$ cat config.mk
export PLATFORM = sky130hd
export DESIGN_NAME = tim6_counter
export DESIGN_NICKNAME = d
export VERILOG_FILES = /design/src/rtl/tim6_counter.sv
export SDC_FILE = /design/constraint.sdc
export NUM_CORES = 1
export LEC_CHECK = 0
export BUFFER_PORTS_ARGS = -buffer_cell sky130_fd_sc_hd__buf_2
export CAP_MARGIN = 10
export CORE_MARGIN = 2
export CORE_UTILIZATION = 50
export DETAILED_ROUTE_END_ITERATION = 7
export HOLD_SLACK_MARGIN = 0.03
export PLACE_DENSITY = 0.73
export SYNTH_ARGS = -nofsm -noshare
export SYNTH_HDL_FRONTEND = slang
export SYNTH_SLANG_ARGS = --single-unit
$ cat constraint.sdc
create_clock -name clk -period 3.02 [get_ports clk]
set_clock_uncertainty 0.05 [all_clocks]
set_input_delay 0.755 -clock clk [delete_from_list [all_inputs] [get_ports clk]]
set_output_delay 0.755 -clock clk [all_outputs]
set_load 0.005 [all_outputs]
$ cat src/rtl/tim6_counter.sv
// TIM6 counting core: shadowed prescaler, 16-bit up-counter wrapping at ARR, update event, UIF and OPM stop.
// Optional ARR preload shadow is built when TIM6_ARPE_EN is defined.
module tim6_counter #(
    parameter int W = 16
) (
    input  logic         clk,
    input  logic         rst_n,
    input  logic [W-1:0] i_psc,
    input  logic [W-1:0] i_arr,
    input  logic         i_cen,
    input  logic         i_opm,
    input  logic         i_udis,
    input  logic         i_urs,
    input  logic         i_arpe,
    input  logic         i_ug,
    input  logic         i_uif_clr,
    output logic [W-1:0] o_cnt,
    output logic         o_uif,
    output logic         o_uev,
    output logic         o_cen_clr
);

    // WAIT_LOW is the reset state: counting needs i_cen to be seen low before it may start
    typedef enum logic [1:0] {
        ST_WAIT_LOW = 2'd0,
        ST_ARMED    = 2'd1,
        ST_RUN      = 2'd2
    } run_state_t;

    run_state_t   state;
    run_state_t   state_nxt;

    logic [W-1:0] psc_cnt;
    logic [W-1:0] psc_sh;
    logic [W-1:0] cnt;
    logic         uif;
    logic         uev;
    logic         cen_clr;

    logic [W-1:0] arr_act;
    logic         run;
    logic         tick;
    logic         ovf;
    logic         load;
    logic         raise;
    logic         opm_stop;
    logic [W-1:0] cnt_nxt;
    logic [W-1:0] psc_cnt_nxt;

`ifdef TIM6_ARPE_EN
    logic [W-1:0] arr_sh;

    always_ff @(posedge clk or negedge rst_n) begin
        if (!rst_n) begin
            arr_sh <= '0;
        end else if (load) begin
            arr_sh <= i_arr;
        end
    end

    assign arr_act = i_arpe ? arr_sh : i_arr;
`else
    logic unused_arpe;

    assign unused_arpe = i_arpe;
    assign arr_act     = i_arr;
`endif

    assign run = (state == ST_RUN);

    // A software update takes priority over a coincident overflow for UIF/UEV qualification
    always_comb begin
        tick        = run && (psc_cnt == psc_sh);
        ovf         = tick && (arr_act != '0) && (cnt == arr_act);
        load        = (ovf || i_ug) && !i_udis;
        raise       = !i_udis && (i_ug ? !i_urs : ovf);
        opm_stop    = ovf && i_opm;

        psc_cnt_nxt = psc_cnt;
        if (i_ug) begin
            psc_cnt_nxt = '0;
        end else if (run) begin
            psc_cnt_nxt = (psc_cnt == psc_sh) ? '0 : psc_cnt + W'(1);
        end

        cnt_nxt = cnt;
        if (i_ug) begin
            cnt_nxt = '0;
        end else if (tick) begin
            if ((arr_act == '0) || (cnt == arr_act)) begin
                cnt_nxt = '0;
            end else begin
                cnt_nxt = cnt + W'(1);
            end
        end
    end

    always_comb begin
        state_nxt = state;
        unique case (state)
            ST_WAIT_LOW: begin
                if (!i_cen) begin
                    state_nxt = ST_ARMED;
                end
            end
            ST_ARMED: begin
                if (i_cen) begin
                    state_nxt = ST_RUN;
                end
            end
            ST_RUN: begin
                if (!i_cen) begin
                    state_nxt = ST_ARMED;
                end else if (opm_stop) begin
                    state_nxt = ST_WAIT_LOW;
                end
            end
            default: begin
                state_nxt = ST_WAIT_LOW;
            end
        endcase
    end

    always_ff @(posedge clk or negedge rst_n) begin
        if (!rst_n) begin
            state <= ST_WAIT_LOW;
        end else begin
            state <= state_nxt;
        end
    end

    always_ff @(posedge clk or negedge rst_n) begin
        if (!rst_n) begin
            psc_cnt <= '0;
            psc_sh  <= '0;
            cnt     <= '0;
            uif     <= 1'b0;
            uev     <= 1'b0;
            cen_clr <= 1'b0;
        end else begin
            psc_cnt <= psc_cnt_nxt;
            cnt     <= cnt_nxt;
            uev     <= raise;
            cen_clr <= opm_stop;
            if (load) begin
                psc_sh <= i_psc;
            end
            // Set wins over a same-cycle software clear
            if (raise) begin
                uif <= 1'b1;
            end else if (i_uif_clr) begin
                uif <= 1'b0;
            end
        end
    end

    assign o_cnt     = cnt;
    assign o_uif     = uif;
    assign o_uev     = uev;
    assign o_cen_clr = cen_clr;

endmodule

## Yosys cells after proc, flatten, opt, wreduce, memory -nomap -nowiden

Cells that the tools add are included.

- Register bits after elaboration: 53
- Input bits: 41
- Output and inout bits: 19
- Word-level logic and storage cells: 47

- Add/sub/neg operators: 2
- Equality and inequality tests: 7
- Mux-type cells: 14
- Reduce and logical (&&, ||, !) cells: 17

Operators by type and width:

| cell | number |
|---|---|
| $mux W16 | 6 |
| $add A16 B1 Y16 const B | 2 |
| $eq A16 B16 Y1 | 2 |
| $logic_not A16 Y1 | 1 |
| $reduce_bool A16 Y1 | 1 |
| $mux W2 | 4 |
| $logic_and A1 B1 Y1 | 6 |
| $pmux W2 S3 | 1 |
| $reduce_bool A2 Y1 | 3 |
| $ne A2 B2 Y1 const B | 2 |
| $mux W1 | 3 |
| $ne A3 B2 Y1 const B | 1 |
| $reduce_and A3 Y1 | 1 |
| $eq A2 B1 Y1 const B | 1 |
| $eq A2 B2 Y1 const B | 1 |
| $logic_not A1 Y1 | 2 |
| $logic_not A2 Y1 | 1 |
| $logic_or A1 B1 Y1 | 2 |

## Logic depth before layout (Yosys ltp)

Gate-level depths: netlist of the first run.

- Word-level depth: 8
- Gate-level depth with buffers: 9
- Mapped depth without buffers: 7

## Worst setup path after synthesis of the first run

Ideal clock, no wire load.

- Path kind: in2reg
- Start: input i_arr[12]
- End: register psc_sh[10]
- Setup time: 0.125 ns
- Arrival: 2.320 ns
- Data required time: 2.845 ns
- Path slack: 0.525 ns
- Stages on the path: 7
- Buffers on the path: 1
- Cells stage by stage: xnor2_1 nand4_1 nor4_4 nand4_2 a21oi_4 buf_12 mux2_4

- Word-level cells in the longest chain between the ends: 5
- Elaborated cells on any way between the ends: 6
- Those cells by class: eq/ne: 1; reduce/logical: 5

RTL lines:

| what | line | RTL |
|---|---|---|
| from (decl) | 9 | `input logic [W-1:0] i_arr,` |
| $reduce_bool A16 Y1 | 74 | `ovf = tick && (arr_act != '0) && (cnt == arr_act);` |
| $logic_and A1 B1 Y1 | 74 |  |
| $logic_and A1 B1 Y1 (*) | 74 |  |
| $logic_or A1 B1 Y1 (*) | 75 | `load = (ovf \|\| i_ug) && !i_udis;` |
| $logic_and A1 B1 Y1 (*) | 75 |  |
| to (signal assigned) | 146 | `psc_sh <= i_psc;` |
| to (decl) | 34 | `logic [W-1:0] psc_sh;` |

Mark *: on every way between the ends. The rest lies on a longest branch, timed or not.
A chain may end at the register's enable or synchronous reset.

## Worst setup path in the final report of the first run

- Start: input i_arr[8]
- End: register psc_sh[5]

The elaborated chain is that of the path after synthesis.

==> impl_metrics.ini, run 1 <==
[run_status]
status = finished clean

[final_layout]
finalNetCount = 397
fin_cells = 430
layout.cell_area.non_filler_um2 = 3470
layout.cells.most_common = sky130_fd_sc_hd__buf_2
layout-drive-gt1-share_pct = 27.3
n_antenna_cell = 0
area_delta_synth_final_pct = 14.6
most-common-layout-cells = 58 x sky130_fd_sc_hd__buf_2, 53 x sky130_fd_sc_hd__dfrtp_1, 34 x sky130_fd_sc_hd__xnor2_1

[die]
die_height_um = 81.8
initial_utilization_pct = 51.4
placeable_core_area_um2 = 5890
floorplan.die.width_um = 81.8
fp-row-count = 28
io_pins = 60
dieArea_um2 = 6690

[timing]
fin_setup_tns_ps = 0
final_setup_violation_count = 0
finalWorstPathRequiredPeriod_ps = 2490
worst-slew-pin-transition_ps = 619
hold_viol = 0
postLayoutSetupSlackWorst_ps = 532
report.final.slew_viol_count = 0
achievable-frequency_mhz = 402
setup_repair_after_global_routing_missed_its_margin = false
timing.max_slew.rel_slack_pct = 58.6
finalCritPeriodShare_pct = 82.4

[clock_tree]
cts_tree = built
num_cts_buffers = 5
cts-htree-levels = 2
post-cts-setup-buffer-count = 0
clkSinkCount = 53
cts_hold_buf = 0
cts.clk_slew.worst_paths_ps = 90
cts.repair.resized = 0
clk-insertion-delay-late_ps = 300
clock-root-buffer = sky130_fd_sc_hd__clkbuf_8
max_clock_buf_depth = 2

[global_routing]
met2_usage_pct = 34.1
met1_routing_resource_usage_after_global_routing_pct = 28.2
met3_capacity_usage_during_global_routing_pct = 4.62
grt.overflow.total = 0
number_of_antenna_violations_at_the_first_check_in_global_routing = 0
groute.usage.overall_pct = 21.1
grt_start_max_net_pins = 31
via_count_of_the_first_global_routing_pass = 2354
grt_first_pass_wirelength_um = 10800
global_route.peak_usage_layer = met2

[synth]
synthesized_net_count = 337
synth_cell_type_count = 42
cell_type_with_the_highest_aggregate_area_in_the_netlist = sky130_fd_sc_hd__dfrtp_1
post_synth_instance_area_um2 = 3030
yosys_warnings = 0
yosys_register_bits = 53
synth_top_cell_area_share_pct = 43.8
asyncSetResetFlopFracSynth_pct = 100
number_of_enable_flip_flop_cells_after_synthesis = 0
syn_inst = 294
synth-seq-area-share_pct = 43.8
synthesis.area_per_instance_um2 = 10.3
synth_area_leaders = sky130_fd_sc_hd__dfrtp_1 44%, sky130_fd_sc_hd__xnor2_1 9.8%, sky130_fd_sc_hd__mux2_4 5.0%, sky130_fd_sc_hd__mux2_2 3.7%, sky130_fd_sc_hd__nand4_1 3.1%
yosys_most_used_dff = sky130_fd_sc_hd__dfrtp_1

[placement]
place_inst = 422
detailedPlace.worstSlack_ps = 214
dpl-instance-area_um2 = 3390
place.port_buffers = 58
last_weighted_congestion_value_of_the_routability_driven_placer = 0.868
place_hpwl_um = 4910

[power_and_ir_drop]
power.total_mw = 1.36
leakage_nw = 1.58
worst_ir_drop_vdd_uv = 229
areal_power_density_over_the_cells_nw_per_um2 = 391

[critical_path]
worst-endpoint-required_ps = 3160
timing.critical_path.fanout_max = 16
timing.critical_path.from_type = input pin
setup.worst_path.start = i_arr[8]
criticalPathCategory = input pin to register
crit_arrival_ps = 2620
reg2regPathDepth = 7
worstSetupEndpointType = register
worst_r2r_start = psc_cnt[4]

[drt]
initialDrtViolationCount = 107
vias = 2365
routed_via_density = 5.50
route.detailed.drc = 0
antenna_left = 0
wl_final_um = 6520
route.detailed.wl_per_inst_um = 15.2
iteration_count_of_the_initial_detailed_routing_pass = 5

[min_path]
hp-class = input pin to async pin

[run]
drv_cap = 0
path summary, 6_finish.rpt:
kind                               to  slack (ps)
max in group asynchronous  psc_cnt[6]        1720
setup / recovery            psc_sh[5]         530
setup reg to reg            psc_sh[5]         560
min in group clk             state[0]         440
hold / removal             psc_sh[11]         400
hold reg to reg              state[0]         440
state kept, by name, indices dropped and copies added, names as in the netlist:
name and count:
psc_sh 16, state 2, o_cnt 16, psc_cnt 16
o_uev 1, o_uif 1, o_cen_clr 1
synthesized netlist by cell type, drive strengths merged, types with 9 or more instances:
master	count
nor2	22
dfrtp	53
mux2	20
o21ai	13
nand2	16
or3	9
nand4	16
nand3	12
inv	9
xnor2	34
a21oi	15
critical path: stages:
cell and delay, ps:
sky130_fd_sc_hd__buf_2 110, sky130_fd_sc_hd__xnor2_1 200, sky130_fd_sc_hd__nand4_1 180, sky130_fd_sc_hd__nor4_4 400
sky130_fd_sc_hd__nand4_2 210, sky130_fd_sc_hd__a21oi_4 220, sky130_fd_sc_hd__buf_12 180, sky130_fd_sc_hd__mux2_2 350
kinds of logic after synthesis:
family	share of synthesized area [%]
and+or+nand+nor	21.3
DFF	43.8
AOI/OAI and AO/OA	10.0
xor gates and xnor gates	11.9
muxes	8.68
buffers and inverters	3.51
adders and majority gates	0.826
per-stage QoR:
step / hold WS, ps / utilization (%)
after floorplan: 395 / -
after global placement: 409 / 57.6
after detailed placement: 432 / 57.6
after CTS: 411 / 58.9
after global routing: 433 / 58.9
final: 399 / 58.9
metal layers:
| metal | vias up | share of wire, % |
|---|---|---|
| met5 | - | 0 |
| met4 | 0 | 0.92 |
| met3 | 6 | 4.3 |
| met2 | 49 | 47 |
| met1 | 1152 | 47 |
| li1 | 1158 | - |
power by group:
part,internal [mW],switching (mW)
clock network,0.165,0.221
registers,0.746,0.0298
logic,0.105,0.0884
total,1.02,0.339
layout make-up:
cell class | count | area [um2]
Clock buffer | 8 | 80.1
Fill cell | 516 | 2420
Inverter | 9 | 33.8
Multi-Input combinational cell | 222 | 1600
Sequential cell | 53 | 1330
Tap cell | 75 | 93.8
Timing Repair Buffer | 63 | 340
(Power assumes the default switching activity.)
==> inputs of run 2 (changes only) <==
Settings changed: ABC_AREA set to 1, PLACE_DENSITY 0.73 to 0.75.
Clock period 3.02 ns to 2.25 ns, I/O delays scaled along.
==> run 2 against run 1 <==
Power increased by 45%. Non-clock buffer count increased by 2. Clock power rose by 41%. Global-route usage grew 1.2 points. First-iteration DRC count is 2.8% higher. Sequential share of layout area decreased by 4.3 points. Register-to-register slack got worse by 240 ps. Synthesized cell count rose by 69%. Synthesized area is 13% higher.
==> impl_metrics.ini, run 2 <==
[clock_tree]
max_clock_buf_depth = 2
post-cts-setup-buffer-count = 0
clk-insertion-delay-late_ps = 310
cts-htree-levels = 2
cts.clk_slew.worst_paths_ps = 100
clkSinkCount = 53
cts_tree = built
clock-root-buffer = sky130_fd_sc_hd__clkbuf_8
num_cts_buffers = 5
cts_hold_buf = 0
cts.repair.resized = 0

[critical_path]
reg2regPathDepth = 12
worstSetupEndpointType = register
setup.reg_to_reg.worst_slack_ps = 320
timing.critical_path.from_type = register
timing.critical_path.fanout_max = 16
reg2reg_to = psc_sh[7]
crit_arrival_ps = 2090
worst_r2r_start = o_cnt[0]
worst-endpoint-required_ps = 2410
criticalPathCategory = register to register

[synth]
synth_cell_type_count = 28
synth_top_cell_area_share_pct = 38.6
cell_type_with_the_highest_aggregate_area_in_the_netlist = sky130_fd_sc_hd__dfrtp_1
syn_inst = 497
synth-seq-area-share_pct = 38.6
synthesis.area_per_instance_um2 = 6.91
yosys_warnings = 0
asyncSetResetFlopFracSynth_pct = 100
synthesized_net_count = 540
post_synth_instance_area_um2 = 3440
synth_area_leaders = sky130_fd_sc_hd__dfrtp_1 39%, sky130_fd_sc_hd__nand2_1 18%, sky130_fd_sc_hd__inv_1 7.0%, sky130_fd_sc_hd__nor2_1 5.9%, sky130_fd_sc_hd__xnor2_1 5.4%
synth_most_common_cell = sky130_fd_sc_hd__nand2_1
number_of_enable_flip_flop_cells_after_synthesis = 0
yosys_most_used_dff = sky130_fd_sc_hd__dfrtp_1
ys_top_cells_by_count = 165 x sky130_fd_sc_hd__nand2_1, 64 x sky130_fd_sc_hd__inv_1, 54 x sky130_fd_sc_hd__nor2_1
yosys_register_bits = 53

[drt]
vias = 3219
route.detailed.wl_per_inst_um = 12.3
iteration_count_of_the_initial_detailed_routing_pass = 5
initialDrtViolationCount = 110
antenna_left = 0
route.detailed.drc = 0
wl_final_um = 7840
routed_via_density = 5.04

[power_and_ir_drop]
share_seq_of_total_power_pct = 54.3
net-switching-power_uw = 593
areal_power_density_over_the_cells_nw_per_um2 = 504
pwr-share-clk_pct = 27.6
combPwrFrac_pct = 18.1
worst_ir_drop_vdd_uv = 294
internal_power_mw = 1.38
power.share.switching_pct = 30.1
leakage_nw = 2.01
power.total_mw = 1.97

[final_layout]
area_delta_synth_final_pct = 13.8
n_antenna_cell = 0
final_core_util_pct = 58.2
most-common-layout-cells = 165 x sky130_fd_sc_hd__nand2_1, 64 x sky130_fd_sc_hd__inv_1, 58 x sky130_fd_sc_hd__buf_2
fin_cells = 639
finalNetCount = 601
layout-drive-gt1-share_pct = 15.2
layout.cells.most_common = sky130_fd_sc_hd__nand2_1

[timing]
timing.max_slew.rel_slack_pct = 62.0
setup_repair_after_global_routing_missed_its_margin = false
report.final.slew_viol_count = 0
finalWorstPathRequiredPeriod_ps = 1930
worst-slew-pin-transition_ps = 568
final_setup_violation_count = 0
finalCritPeriodShare_pct = 85.8
hold_viol = 0
achievable-frequency_mhz = 518
hold_ws_ps = 188
fin_setup_tns_ps = 0

[placement]
place_hpwl_um = 5930
place.port_buffers = 58
last_weighted_congestion_value_of_the_routability_driven_placer = 0.908
place_inst = 631

[global_routing]
grt_start_max_net_pins = 54
groute.usage.overall_pct = 22.3
via_count_of_the_first_global_routing_pass = 3021
grt_first_pass_wirelength_um = 13400
number_of_antenna_violations_at_the_first_check_in_global_routing = 0
grt.overflow.total = 0

[run]
drv_cap = 0

[min_path]
hp-class = input pin to async pin

[die]
dieArea_um2 = 7550
placeable_core_area_um2 = 6720
floorplan.die.width_um = 86.9
die_height_um = 86.9
fp-row-count = 30
initial_utilization_pct = 51.1
io_pins = 60

[run_status]
status = finished clean
## run 2: changes by cell type after synthesis, sizes merged, moves of 20 or more
cell | previous run | this run
inv | 9 | 68
mux2 | 20 | 0
nand2 | 16 | 168
nand3 | 12 | 34
nor2 | 22 | 58
## run 2: worst max-delay path by stage
stage | start | to | slack (ps) | cells past startpoint
after floorplan | i_arr[0] | psc_sh[14] | 530 | 13
after global placement | i_arr[15] | psc_sh[14] | 240 | 13
after detailed placement | i_arr[1] | psc_sh[7] | 170 | 13
after CTS | o_cnt[0] | psc_sh[7] | 300 | 12
after global routing | o_cnt[0] | psc_sh[1] | 100 | 12
final | o_cnt[0] | psc_sh[7] | 320 | 12
## run 2: critical path, stage by stage (launching register included)
cell and delay [ps]:
sky130_fd_sc_hd__dfrtp_1 460, sky130_fd_sc_hd__inv_1 150, sky130_fd_sc_hd__nand2_1 70, sky130_fd_sc_hd__nand2_1 50, sky130_fd_sc_hd__nand2_1 50, sky130_fd_sc_hd__nor2_1 120, sky130_fd_sc_hd__nand2_1 80, sky130_fd_sc_hd__nor2_2 200
sky130_fd_sc_hd__nand3_2 140, sky130_fd_sc_hd__nand2_4 160, sky130_fd_sc_hd__nand2_4 150, sky130_fd_sc_hd__nand2_1 110, sky130_fd_sc_hd__nand2_1 50
## run 2: cell type report
class	count	area, um2
Clock buffer	6	72.6
Clock inverter	2	15.0
Fill cell	662	2810
Inverter	70	263
Multi-Input combinational cell	363	1780
Sequential cell	53	1330
Tap cell	80	100
Timing Repair Buffer	65	355
## run 2: power groups by stage
stage	clock network [mW]	logic [mW]	registers, mW
2_1_floorplan	0	0.244	1.07
3_3_place_gp	0	0.347	1.09
3_5_place_dp	0	0.363	1.09
4_1_cts	0.559	0.364	1.07
5_1_grt	0.599	0.412	1.08
6_report	0.544	0.358	1.07
## run 2: routing by layer
layer	vias to the layer above	GRT usage, %	wire length, um
met3	12	3.32	367
li1	1669	-	-
met4	0	7.39	144
met1	1457	27.3	3450
met5	-	0	0
met2	81	40.1	3870
## run 2: kinds of logic (layout without fill, tap and decap cells)
family,after synthesis,count (layout),share of synthesized area (%)
fa+ha+maj,2,2,0.728
simple gates,293,293,36.3
xor+xnor,41,41,10.7
flops,53,53,38.6
compound gates,27,27,4.12
buf+inv,81,143,9.61
## run 2: through the flow
stage               cell area [um2]  worst slack, ps
floorplan                      3440              531
global placement               3820              242
detailed placement             3820              170
CTS                            3910              299
global route                   3910              101
finish                         3910              319
==> inputs of run 3 (changes only) <==
Settings changed: BUFFER_PORTS_ARGS -buffer_cell sky130_fd_sc_hd__buf_2 to -buffer_cell sky130_fd_sc_hd__clkbuf_2.
==> run 3 against run 2 <==
Register-to-register slack gained 20 ps. Power grew 2.7%. Sequential power is essentially flat. Critical path type unchanged.
==> impl_metrics.ini, run 3 (synthesis gave the netlist of run 2 again) <==
[clock_tree]
post-cts-setup-buffer-count = 0
cts_hold_buf = 0
max_clock_buf_depth = 2
clock-root-buffer = sky130_fd_sc_hd__clkbuf_8
cts-htree-levels = 2
cts.repair.resized = 0
cts_tree = built
num_cts_buffers = 5
cts.clk_slew.worst_paths_ps = 100
clkSinkCount = 53
clk-insertion-delay-late_ps = 310

[final_layout]
most-common-layout-cells = 165 x sky130_fd_sc_hd__nand2_1, 64 x sky130_fd_sc_hd__inv_1, 58 x sky130_fd_sc_hd__clkbuf_2
finalNetCount = 601
layout-drive-gt1-share_pct = 15.4
area_delta_synth_final_pct = 14.2
fillCellCount = 664
n_antenna_cell = 0
layout.cells.most_common = sky130_fd_sc_hd__nand2_1
fin_cells = 639

[placement]
detailedPlace.worstSlack_ps = 193
place.port_buffers = 58
last_weighted_congestion_value_of_the_routability_driven_placer = 0.896
place_inst = 631
place_hpwl_um = 5910

[power_and_ir_drop]
share_seq_of_total_power_pct = 52.9
combPwrFrac_pct = 17.6
internal_power_mw = 1.44
pwr-share-clk_pct = 29.5
net-switching-power_uw = 586
power.share.switching_pct = 29.0
areal_power_density_over_the_cells_nw_per_um2 = 516
leakage_nw = 2.01
worst_ir_drop_vdd_uv = 337

[global_routing]
grt_start_max_net_pins = 54
grt_first_pass_wirelength_um = 13100
number_of_antenna_violations_at_the_first_check_in_global_routing = 0
grt.overflow.total = 0
via_count_of_the_first_global_routing_pass = 2948
groute.usage.overall_pct = 21.7

[timing]
timing.max_slew.rel_slack_pct = 60.5
report.final.slew_viol_count = 0
setup_repair_after_global_routing_missed_its_margin = false
final_setup_violation_count = 0
achievable-frequency_mhz = 524
finalCritPeriodShare_pct = 84.8
hold_viol = 0
hold_ws_ps = 191
postLayoutSetupSlackWorst_ps = 342
worst-slew-pin-transition_ps = 592
fin_setup_tns_ps = 0
finalWorstPathRequiredPeriod_ps = 1910

[critical_path]
timing.critical_path.from_type = register
worst_r2r_start = o_cnt[0]
cpMostUsedCell = sky130_fd_sc_hd__nand2_1
worst-endpoint-required_ps = 2400
timing.critical_path.fanout_max = 15
slowest_delay_ps = 460
setup.worst_path.start = o_cnt[0]
criticalPathCategory = register to register
worstSetupEndpointType = register
reg2reg_to = o_cnt[14]
reg2regPathDepth = 12
timing.critical_path.slowest_stage_cell = sky130_fd_sc_hd__dfrtp_1
setup.reg_to_reg.worst_slack_ps = 340
crit_arrival_ps = 2060
cp_cell_sequence = inv_1, nand2_1, nand2_1, nand2_1, nor2_1, nand2_1, nor2_2, inv_1, nand2_1, nor2_1, nand3_1, nand2_1

[drt]
routed_via_density = 5.01
iteration_count_of_the_initial_detailed_routing_pass = 4
route.detailed.wl_per_inst_um = 12.2
initialDrtViolationCount = 113
vias = 3201
wl_final_um = 7810
route.detailed.drc = 0
antenna_left = 0

[die]
fp-row-count = 30
die_height_um = 86.9
floorplan.die.width_um = 86.9
dieArea_um2 = 7550
initial_utilization_pct = 51.1
placeable_core_area_um2 = 6720
io_pins = 60

[run]
drv_cap = 0

[run_status]
status = finished clean

[min_path]
hp-class = input pin to async pin
-- run 3: changes by cell type in the layout (fill, tap and decap cells not counted) --
cell                         previous run  this run
sky130_fd_sc_hd__clkbuf_8               5         7
sky130_fd_sc_hd__clkbuf_1               1         0
sky130_fd_sc_hd__clkinv_2               0         1
sky130_fd_sc_hd__buf_2                 58         0
sky130_fd_sc_hd__clkinvlp_4             2         0
sky130_fd_sc_hd__clkbuf_2               0        58
-- run 3: worst max-delay path, delay by kind of cell (launching register included) --
family | cells | cell delay (ps)
and+or+nand+nor | 10 | 870
DFF | 1 | 460
buffers and inverters | 2 | 410
-- run 3: per-stage QoR --
step           area [um2]  total power, mW  utilization, %
6_report             3930             2.02            58.4
5_1_grt              3930             2.14            58.4
4_1_cts              3930             2.05            58.4
3_5_place_dp         3820             1.45            56.9
3_3_place_gp         3820             1.43            56.9
2_1_floorplan        3440             1.32               -
-- run 3: worst max-delay path by stage --
stage,cells after the start,end,slack [ps]
3_3_place_gp,13,psc_sh[10],250
5_1_grt,12,psc_sh[1],70
3_5_place_dp,13,psc_sh[1],190
6_report,12,o_cnt[14],340
4_1_cts,12,psc_sh[1],320
2_1_floorplan,13,psc_sh[14],530
-- run 3: final cells by class --
class / count / area [um2] / share of cell area (%)
sequential: 53 / 1330 / 33.8
clock inverter: 1 / 5.00 / 0.128
timing repair buffer: 65 / 355 / 9.05
multi-input combinational: 363 / 1780 / 45.3
clock buffer: 7 / 96.3 / 2.45
tap: 80 / 100 / 2.55
inverter: 70 / 263 / 6.69
-- run 3: power by group through the flow --
stage / Combinational, mW / Sequential, mW / Clock (mW)
floorplan: 0.244 / 1.07 / 0
global placement: 0.347 / 1.09 / 0
detailed placement: 0.361 / 1.09 / 0
CTS: 0.363 / 1.07 / 0.612
global route: 0.410 / 1.08 / 0.647
finish: 0.357 / 1.07 / 0.597
-- run 3: metal layers --
| layer | GRT usage [%] | vias up | share of wire (%) |
|---|---|---|---|
| li1 | - | 1665 | - |
| met1 | 26.3 | 1445 | 44 |
| met2 | 38.9 | 83 | 50 |
| met3 | 4.08 | 8 | 5.1 |
| met4 | 6.25 | 0 | 1.3 |
| met5 | 0 | - | 0 |
